**src/rtl/seq_alu.sv**
```systemverilog
// seq_alu: registered ALU with a valid/ready handshake on both sides.
//   Single-cycle fwd/add/and/or/sll/sr/ror; iterative shift-add multiply
//   that takes WIDTH cycles plus one cycle to publish the product.
//   Flags are registered together with the result, so they always match it.
//
// Ports
//   clk        rising-edge clock
//   rst_n      asynchronous active-low reset
//   in_valid   operands and select are valid this cycle
//   in_ready   block can accept an operation this cycle
//   data1      operand A / value to shift
//   data2      operand B / shift amount [SHAMT_W-1:0] / sr mode bit [WIDTH-1]
//   select     000 fwd, 001 add, 010 and, 011 or, 100 mul, 101 sll, 110 sr, 111 ror
//   out_valid  result and flags valid
//   out_ready  consumer takes the result this cycle
//   result     result (mul: low half of the product)
//   prod_hi    mul: high half of the unsigned product, otherwise 0
//   zero/neg   derived from result
//   carry      add: carry-out; mul: prod_hi != 0; otherwise 0
//   ovf        add: signed overflow; otherwise 0
module seq_alu #(
  parameter int WIDTH   = 8,
  parameter int SHAMT_W = $clog2(WIDTH)
) (
  input  logic             clk,
  input  logic             rst_n,
  input  logic             in_valid,
  output logic             in_ready,
  input  logic [WIDTH-1:0] data1,
  input  logic [WIDTH-1:0] data2,
  input  logic [2:0]       select,
  output logic             out_valid,
  input  logic             out_ready,
  output logic [WIDTH-1:0] result,
  output logic [WIDTH-1:0] prod_hi,
  output logic             zero,
  output logic             neg,
  output logic             carry,
  output logic             ovf
);

  // Counter is one bit wider than the shift amount so it can hold WIDTH.
  localparam int CNT_W = SHAMT_W + 1;
  localparam logic [CNT_W-1:0] WIDTH_C = CNT_W'(WIDTH);
  localparam logic [CNT_W-1:0] CNT_ONE = CNT_W'(1'b1);

  localparam logic [2:0] OP_FWD = 3'b000;
  localparam logic [2:0] OP_ADD = 3'b001;
  localparam logic [2:0] OP_AND = 3'b010;
  localparam logic [2:0] OP_OR  = 3'b011;
  localparam logic [2:0] OP_MUL = 3'b100;
  localparam logic [2:0] OP_SLL = 3'b101;
  localparam logic [2:0] OP_SR  = 3'b110;
  localparam logic [2:0] OP_ROR = 3'b111;

  typedef enum logic [1:0] {
    ST_IDLE = 2'd0,
    ST_MUL  = 2'd1,
    ST_HOLD = 2'd2
  } state_t;

  state_t               state_r;
  logic                 out_valid_r;
  logic [WIDTH-1:0]     result_r;
  logic [WIDTH-1:0]     prod_hi_r;
  logic                 zero_r;
  logic                 neg_r;
  logic                 carry_r;
  logic                 ovf_r;
  logic [2*WIDTH-1:0]   acc_r;
  logic [2*WIDTH-1:0]   mcand_r;
  logic [WIDTH-1:0]     mplier_r;
  logic [CNT_W-1:0]     cnt_r;

  logic                 in_ready_s;
  logic                 accept_s;
  logic [SHAMT_W-1:0]   shamt_s;
  logic [CNT_W-1:0]     rot_left_s;
  logic [WIDTH:0]       sum_s;
  logic signed [WIDTH-1:0] data1_sgn_s;
  logic [WIDTH-1:0]     sra_s;
  logic [WIDTH-1:0]     ror_s;
  logic [WIDTH-1:0]     alu_res_s;
  logic                 alu_carry_s;
  logic                 alu_ovf_s;
  logic [2*WIDTH-1:0]   acc_step_s;

  assign shamt_s     = data2[SHAMT_W-1:0];
  // Left part of the rotate; a shift by WIDTH yields 0, so amount 0 passes data1.
  assign rot_left_s  = WIDTH_C - {1'b0, shamt_s};
  assign sum_s       = {1'b0, data1} + {1'b0, data2};
  assign data1_sgn_s = data1;
  assign sra_s       = data1_sgn_s >>> shamt_s;
  assign ror_s       = (data1 >> shamt_s) | (data1 << rot_left_s);
  assign acc_step_s  = mplier_r[0] ? (acc_r + mcand_r) : acc_r;
  assign accept_s    = in_valid & in_ready_s;

  assign in_ready  = in_ready_s;
  assign out_valid = out_valid_r;
  assign result    = result_r;
  assign prod_hi   = prod_hi_r;
  assign zero      = zero_r;
  assign neg       = neg_r;
  assign carry     = carry_r;
  assign ovf       = ovf_r;

  // Ready: always in IDLE, in HOLD only when the held result is being taken.
  always_comb begin
    in_ready_s = 1'b0;
    case (state_r)
      ST_IDLE: in_ready_s = 1'b1;
      ST_HOLD: in_ready_s = out_ready;
      default: in_ready_s = 1'b0;
    endcase
  end

  // Single-cycle datapath for every op except multiply.
  always_comb begin
    alu_res_s   = {WIDTH{1'b0}};
    alu_carry_s = 1'b0;
    alu_ovf_s   = 1'b0;
    case (select)
      OP_FWD: alu_res_s = data2;
      OP_ADD: begin
        alu_res_s   = sum_s[WIDTH-1:0];
        alu_carry_s = sum_s[WIDTH];
        alu_ovf_s   = (data1[WIDTH-1] == data2[WIDTH-1]) &
                      (sum_s[WIDTH-1] != data1[WIDTH-1]);
      end
      OP_AND: alu_res_s = data1 & data2;
      OP_OR:  alu_res_s = data1 | data2;
      OP_SLL: alu_res_s = data1 << shamt_s;
      OP_SR: begin
        if (data2[WIDTH-1]) begin
          alu_res_s = sra_s;
        end else begin
          alu_res_s = data1 >> shamt_s;
        end
      end
      OP_ROR: alu_res_s = ror_s;
      default: alu_res_s = {WIDTH{1'b0}};
    endcase
  end

  // FSM, operand capture, shift-add multiply iterations and output registers.
  always_ff @(posedge clk or negedge rst_n) begin
    if (!rst_n) begin
      state_r     <= ST_IDLE;
      out_valid_r <= 1'b0;
      result_r    <= {WIDTH{1'b0}};
      prod_hi_r   <= {WIDTH{1'b0}};
      zero_r      <= 1'b0;
      neg_r       <= 1'b0;
      carry_r     <= 1'b0;
      ovf_r       <= 1'b0;
      acc_r       <= {(2*WIDTH){1'b0}};
      mcand_r     <= {(2*WIDTH){1'b0}};
      mplier_r    <= {WIDTH{1'b0}};
      cnt_r       <= {CNT_W{1'b0}};
    end else begin
      case (state_r)
        ST_IDLE, ST_HOLD: begin
          if (accept_s) begin
            if (select == OP_MUL) begin
              state_r     <= ST_MUL;
              out_valid_r <= 1'b0;
              acc_r       <= {(2*WIDTH){1'b0}};
              mcand_r     <= {{WIDTH{1'b0}}, data1};
              mplier_r    <= data2;
              cnt_r       <= {CNT_W{1'b0}};
            end else begin
              state_r     <= ST_HOLD;
              out_valid_r <= 1'b1;
              result_r    <= alu_res_s;
              prod_hi_r   <= {WIDTH{1'b0}};
              zero_r      <= (alu_res_s == {WIDTH{1'b0}});
              neg_r       <= alu_res_s[WIDTH-1];
              carry_r     <= alu_carry_s;
              ovf_r       <= alu_ovf_s;
            end
          end else if ((state_r == ST_HOLD) && out_ready) begin
            state_r     <= ST_IDLE;
            out_valid_r <= 1'b0;
          end else begin
            state_r <= state_r;
          end
        end
        ST_MUL: begin
          // All WIDTH partial products are in; publish on the following edge.
          if (cnt_r == WIDTH_C) begin
            state_r     <= ST_HOLD;
            out_valid_r <= 1'b1;
            result_r    <= acc_r[WIDTH-1:0];
            prod_hi_r   <= acc_r[2*WIDTH-1:WIDTH];
            zero_r      <= (acc_r[WIDTH-1:0] == {WIDTH{1'b0}});
            neg_r       <= acc_r[WIDTH-1];
            carry_r     <= (acc_r[2*WIDTH-1:WIDTH] != {WIDTH{1'b0}});
            ovf_r       <= 1'b0;
          end else begin
            acc_r    <= acc_step_s;
            mcand_r  <= mcand_r << 1'b1;
            mplier_r <= mplier_r >> 1'b1;
            cnt_r    <= cnt_r + CNT_ONE;
          end
        end
        default: begin
          state_r     <= ST_IDLE;
          out_valid_r <= 1'b0;
        end
      endcase
    end
  end

endmodule

```
**config.mk**
```make
export PLATFORM = sky130hd
export DESIGN_NAME = seq_alu
export DESIGN_NICKNAME = d
export VERILOG_FILES = /design/src/rtl/seq_alu.sv
export SDC_FILE = /design/constraint.sdc
export NUM_CORES = 1
export LEC_CHECK = 0
export CORE_MARGIN = 5
export CORE_UTILIZATION = 40
export CTS_CLUSTER_SIZE = 40
export DETAILED_ROUTE_END_ITERATION = 7
export PLACE_DENSITY_LB_ADDON = 0.3
export RECOVER_POWER = 100
export SYNTH_ARGS = -nofsm -noshare
export SYNTH_HDL_FRONTEND = slang
export SYNTH_SLANG_ARGS = --single-unit
```
**constraint.sdc**
```tcl
create_clock -name clk -period 5.4 [get_ports clk]
set_input_delay 1.08 -clock clk [delete_from_list [all_inputs] [get_ports clk]]
set_output_delay 1.08 -clock clk [all_outputs]
set_load 0.01 [all_outputs]
```
* After elaboration in Yosys (flattened, before gate mapping)
Cells that the tools add are included.
** Operators by class
- Add/sub/neg operators :: 4
- Equal/unequal tests :: 19
- Shifts and indexed selects :: 4
- Multiplexer cells :: 56
- Bitwise logic cells :: 5
- Reduce and logical (&&, ||, !) cells :: 12
** Operator list (number)
- $mux W16 :: 7
- $mux W8 :: 10
- $pmux W16 S2 :: 2
- $pmux W8 S7 :: 1
- $pmux W8 S2 :: 3
- $mux W1 :: 18
- $add A16 B16 Y16 :: 1
- $logic_not A8 Y1 :: 2
- $or A8 B8 Y8 :: 2
- $eq A3 B3 Y1 const B :: 4
- $mux W4 :: 3
- $ne A2 B2 Y1 const B :: 6
- $pmux W1 S2 :: 6
- $add A8 B8 Y9 :: 1
- $and A8 B8 Y8 :: 1
- $mux W2 :: 4
- $pmux W4 S2 :: 1
- $reduce_and A4 Y1 :: 2
- $reduce_bool A8 Y1 :: 1
- $shl A8 B3 Y8 :: 1
- $shl A8 B4 Y8 :: 1
- $shr A8 B3 Y8 :: 1
- $sshr A8 B3 Y8 :: 1
- $eq A3 B2 Y1 const B :: 2
- 18 further kinds :: 19
** Word-level totals
- Bits in registers :: 67
- Output and inout bits :: 22
- Logic and storage cells :: 112

* Longest topological paths before layout
- Depth in word-level cells :: 8
- Gate-level depth with buffers :: 13
- Mapped depth without buffers :: 10

* Worst setup path before layout
No wires, ideal clock.
- Kind :: input port to flip-flop
- Start point :: input data2[0]
- End point :: register zero_r (netlist: zero)
- Arrival time :: 3.478 ns
- Data required time :: 5.326 ns
- Setup slack :: 1.848 ns
- Stages on the path :: 13
- Cells stage by stage :: buf_6 > buf_6 > buf_6 > inv_2 > ha_1 > buf_1 > nor3_1 > a22oi_1 > nand4_1 > a211o_1 > or4_1 > o31a_1 > o21ai_2
** On the way
- Cells in the longest elaborated chain, start to end :: 8
- Elaborated cells between the ends (all ways) :: 15
** RTL lines
- start: declaration :: line 30 : input logic [WIDTH-1:0] data2,
- $sub A4 B3 Y4 :: line 90 : assign rot_left_s = WIDTH_C - {1'b0, shamt_s};
- $shl A8 B4 Y8 :: line 94 : assign ror_s = (data1 >> shamt_s) | (data1 << rot_left_s);
- $or A8 B8 Y8 :: line 94
- $pmux W8 S7 (*) :: line 122 : case (select)
- $logic_not A8 Y1 (*) :: line 176 : zero_r <= (alu_res_s == {WIDTH{1'b0}});
- $mux W1 (*) :: line 164 : if (select == OP_MUL) begin
- $mux W1 (*) :: line 163 : if (accept_s) begin
- $pmux W1 S2 (*) :: line 161 : case (state_r)
- end signal: assignment :: line 176
- end signal: assignment :: line 195 : zero_r <= (acc_r[WIDTH-1:0] == {WIDTH{1'b0}});
- end: declaration :: line 66 : logic zero_r;
Mark *: on every way between the ends. The rest lies on a longest branch, timed or not. The select of a mux whose other input is x is not followed.
A chain may end at the register's enable or synchronous reset.

* Worst setup path in the final report
- Start point :: input select[1]
- End point :: register mplier_r[1]
** On the way
- Cells in the longest elaborated chain, start to end :: 3
** RTL lines
- start: declaration :: line 31 : input logic [2:0] select,
- $eq A3 B3 Y1 :: line 164
- $ne A2 B2 Y1 (no line)
- $reduce_and A4 Y1 (no line)
- end signal: assignment :: line 158 : mplier_r <= {WIDTH{1'b0}};
- end signal: assignment :: line 169 : mplier_r <= data2;
- end signal: assignment :: line 202 : mplier_r <= mplier_r >> 1'b1;
- end: declaration :: line 72 : logic [WIDTH-1:0] mplier_r;
Every way passes these cells.

==> impl_results.md <==
* Status: finished, violations left
* Violated checks: max-capacitance violations, max-slew violations
* # port buffers at 44
* CTS Sinks at 65
* Syn_nets at 638
* RSZ-0062 raised after global routing: false
* Cts repair resizes at 0
* Largest net degree at the start of global routing at 66
* Count of cell types in the netlist at 66
* Simple-gate share of the synthesized area at 0.182
* Fin cells at 782
* Ys async rst share at 1.00
* Number of synthesized register bits at 65
* Post-Syn Area at 4980 um^2
* Total grt overflow at 0
* Final instance area at 5850 um^2
* Drc violations at 0
* Synth cell count leaders: nand2_1 (103), dfrtp_1 (65), o21ai_0 (46), nor2_1 (38), ha_1 (35)
* Slew headroom at -1.32
* Slew @ Worst Pin at 3.48 ns
* Worst skew pair latency at ~0.33 ns
* Post-DP Area at roughly 5500 um^2
* Setup TNS at 0 ns
* # IOs at 45
* Post-synthesis mux area share at 0.0854
* Final setup violation count at 0
* Hold buffer count at CTS at 0
* Most frequent cell after synthesis: nand2_1
* Max Cap Viol at 1
* Drt pass-1 iters at 4
* CTS root buf: clkbuf_16
* N_diodes at 0
* Post-layout nets at 669
* Clock skew at 0.00565 ns
* Worst reg2reg path depth at 8
* Vias in the first global route at 4352
* Worst hold-check path type: reg -> reg
* Compound-Gate Fraction of Synth Area at 0.216
* Crit path capture type: flip-flop
* Crit path DAT at roughly 4.4 ns
* Full die area at ~15000 um^2
* Setup bufs post-CTS at 0
* Via density at 5.68
* Die W at between 100 and 150 um
* Final GP Congestion at roughly 0.97
* H-Tree Depth at 3
* Post-synthesis sequential area ratio at 0.326
* VDD IR max at between 0.0002 and 0.00025 V
* Synth Flop Type: dfrtp_1
* Avg Cell Area, Syn at 8.62 um^2
* Final Cycle Share at 0.789
* Share of cells above drive strength 1 at 0.0717
* Vertical die dimension at 122 um
* Total GRT Usage at 0.201
* Place WS at 1.13 ns
* Area Overhead vs Synth at 17.3%
* First-pass GRT wire length at 23400 um
* Hpwl dp at 10800 um
* Final worst slack at 1.14 ns
* Final hold viol count at 0
* Synth top area share at 0.326
* Initial Utilization at 0.411
* Crit path launch type: input pin
* Max-slew violations at 66
* WL per Instance at between 15 and 20 um
* Site Rows at 40
* Crit Path Max Fanout at 29
* Placed Cells incl. Taps at 766
* Critical Path RT at 5.56 ns
* Initial antenna violation count at 0
* Via Count at 4440
* Post-DRT Antenna Nets at 0
* DRT iter0 DRCs at 365
* Post-Synth XOR/XNOR Area at 0.0402
* Post-Synth Adder-Cell Area at 0.0959
* Largest family of logic cells by synthesized area: compound AO/OA/AOI/OAI gates
* Top post-synthesis cells by area: dfrtp_1 (33%), ha_1 (8.8%), nand2_1 (7.8%)
* Static Leak at roughly 2.6 nW
* Hold Path Stages at 2
* P per Cell Area at 388 nW/um^2
* Clk pin slew, worst setup/hold paths at 0.06 ns
* CTS max path bufs at 2
* Final Util at 0.483
* FMAX at 235 MHz
* Post-synth EDFFs at 0
* Syn Inst Count at roughly 580
* Final min period at 4.26 ns
* Fill count at 1187
* Kind of critical path: in -> reg
* CTS Buf Count at 9
* Ys Warns at 0
* Cell taking the most area after synthesis: dfrtp_1
* Core area at 12100 um^2
* Routed WL at 14200 um
* CTS tree: yes
[power breakdown]
part	switching (mW)	internal (mW)	total (mW)
combinational	0.470	0.382	0.852
sequential	0.150	0.628	0.778
clock	0.218	0.418	0.636
total	0.838	1.43	2.27
[final cells by class]
type | instances | area (um^2) | share of cell area
clock buffer | 10 | 239 | 0.0409
clock inverter | 6 | 90.1 | 0.0154
inverter | 27 | 101 | 0.0173
multi-input combinational | 452 | 3080 | 0.527
sequential | 65 | 1630 | 0.278
tap | 168 | 210 | 0.0360
timing repair buffer | 54 | 495 | 0.0847
[path summary, 6_finish.rpt]
check / slack, ns / to / from
min: 0.47 / prod_hi[4] / prod_hi[4]
min in group asynchronous: 2.04 / acc_r[14] / rst_n
min reg2reg: 0.47 / prod_hi[4] / prod_hi[4]
max in group asynchronous: 1.42 / mcand_r[6] / rst_n
max: 1.14 / mplier_r[1] / select[1]
max reg2reg: 2.57 / acc_r[15] / acc_r[6]
[logic make-up (layout without fill, tap and decap cells)]
family,Yosys count,count (layout)
XOR/XNOR,22,22
flip-flops,65,65
AO/OA/AOI/OAI,162,162
buffers and inverters,61,97
AND/OR/NAND/NOR,202,202
multiplexers,29,29
adder cells (fa/ha/maj),37,37
[stage by stage]
stage | hold WS (ns) | power, mW
floorplan | 0.473 | 1.36
global placement | 0.463 | 1.60
detailed placement | 0.469 | 1.64
CTS | 0.482 | 2.29
global route | 0.523 | 2.43
finish | 0.470 | 2.27
[layout by cell type (no fill, tap or decap), types with 8 or more instances in the layout]
master / n
xor2_1: 10
nor2_1: 38
a31oi_1: 16
nand2_1: 103
a21o_1: 8
mux4_2: 9
xnor2_1: 11
clkbuf_16: 9
ha_1: 35
dlygate4sd3_1: 24
inv_1: 24
a22o_1: 11
mux2i_1: 16
nand2b_1: 8
a211oi_1: 10
clkdlybuf4s50_1: 19
nor3_1: 11
o21ai_0: 47
a21oi_1: 16
nand3_1: 10
dfrtp_1: 65
[flip-flops by register name (all words and copies together), names as in the netlist]
| signal | flops |
|---|---|
| acc_r | 16 |
| mcand_r | 16 |
| mplier_r | 8 |
| prod_hi | 8 |
| result | 8 |
| cnt_r | 4 |
| state_r | 2 |
| carry | 1 |
| ovf | 1 |
| zero | 1 |
[routing by layer]
| layer | wire, um | track usage | up-vias |
|---|---|---|---|
| met5 | 0 | 0 | - |
| met4 | 133 | 0.0420 | 0 |
| met3 | 988 | 0.0474 | 14 |
| met2 | 6210 | 0.298 | 135 |
| met1 | 6840 | 0.299 | 2130 |
| li1 | - | - | 2161 |
[critical path, stage by stage]
cell and delay [ns]:
dlygate4sd3_1 0.81, clkbuf_1 0.69, nor3_1 0.21, o22ai_1 0.30, a21o_1 0.37, inv_1 0.16
clkbuf_1 0.48, nor2_1 0.25, a31oi_1 0.06
(Power assumes the default switching activity.)
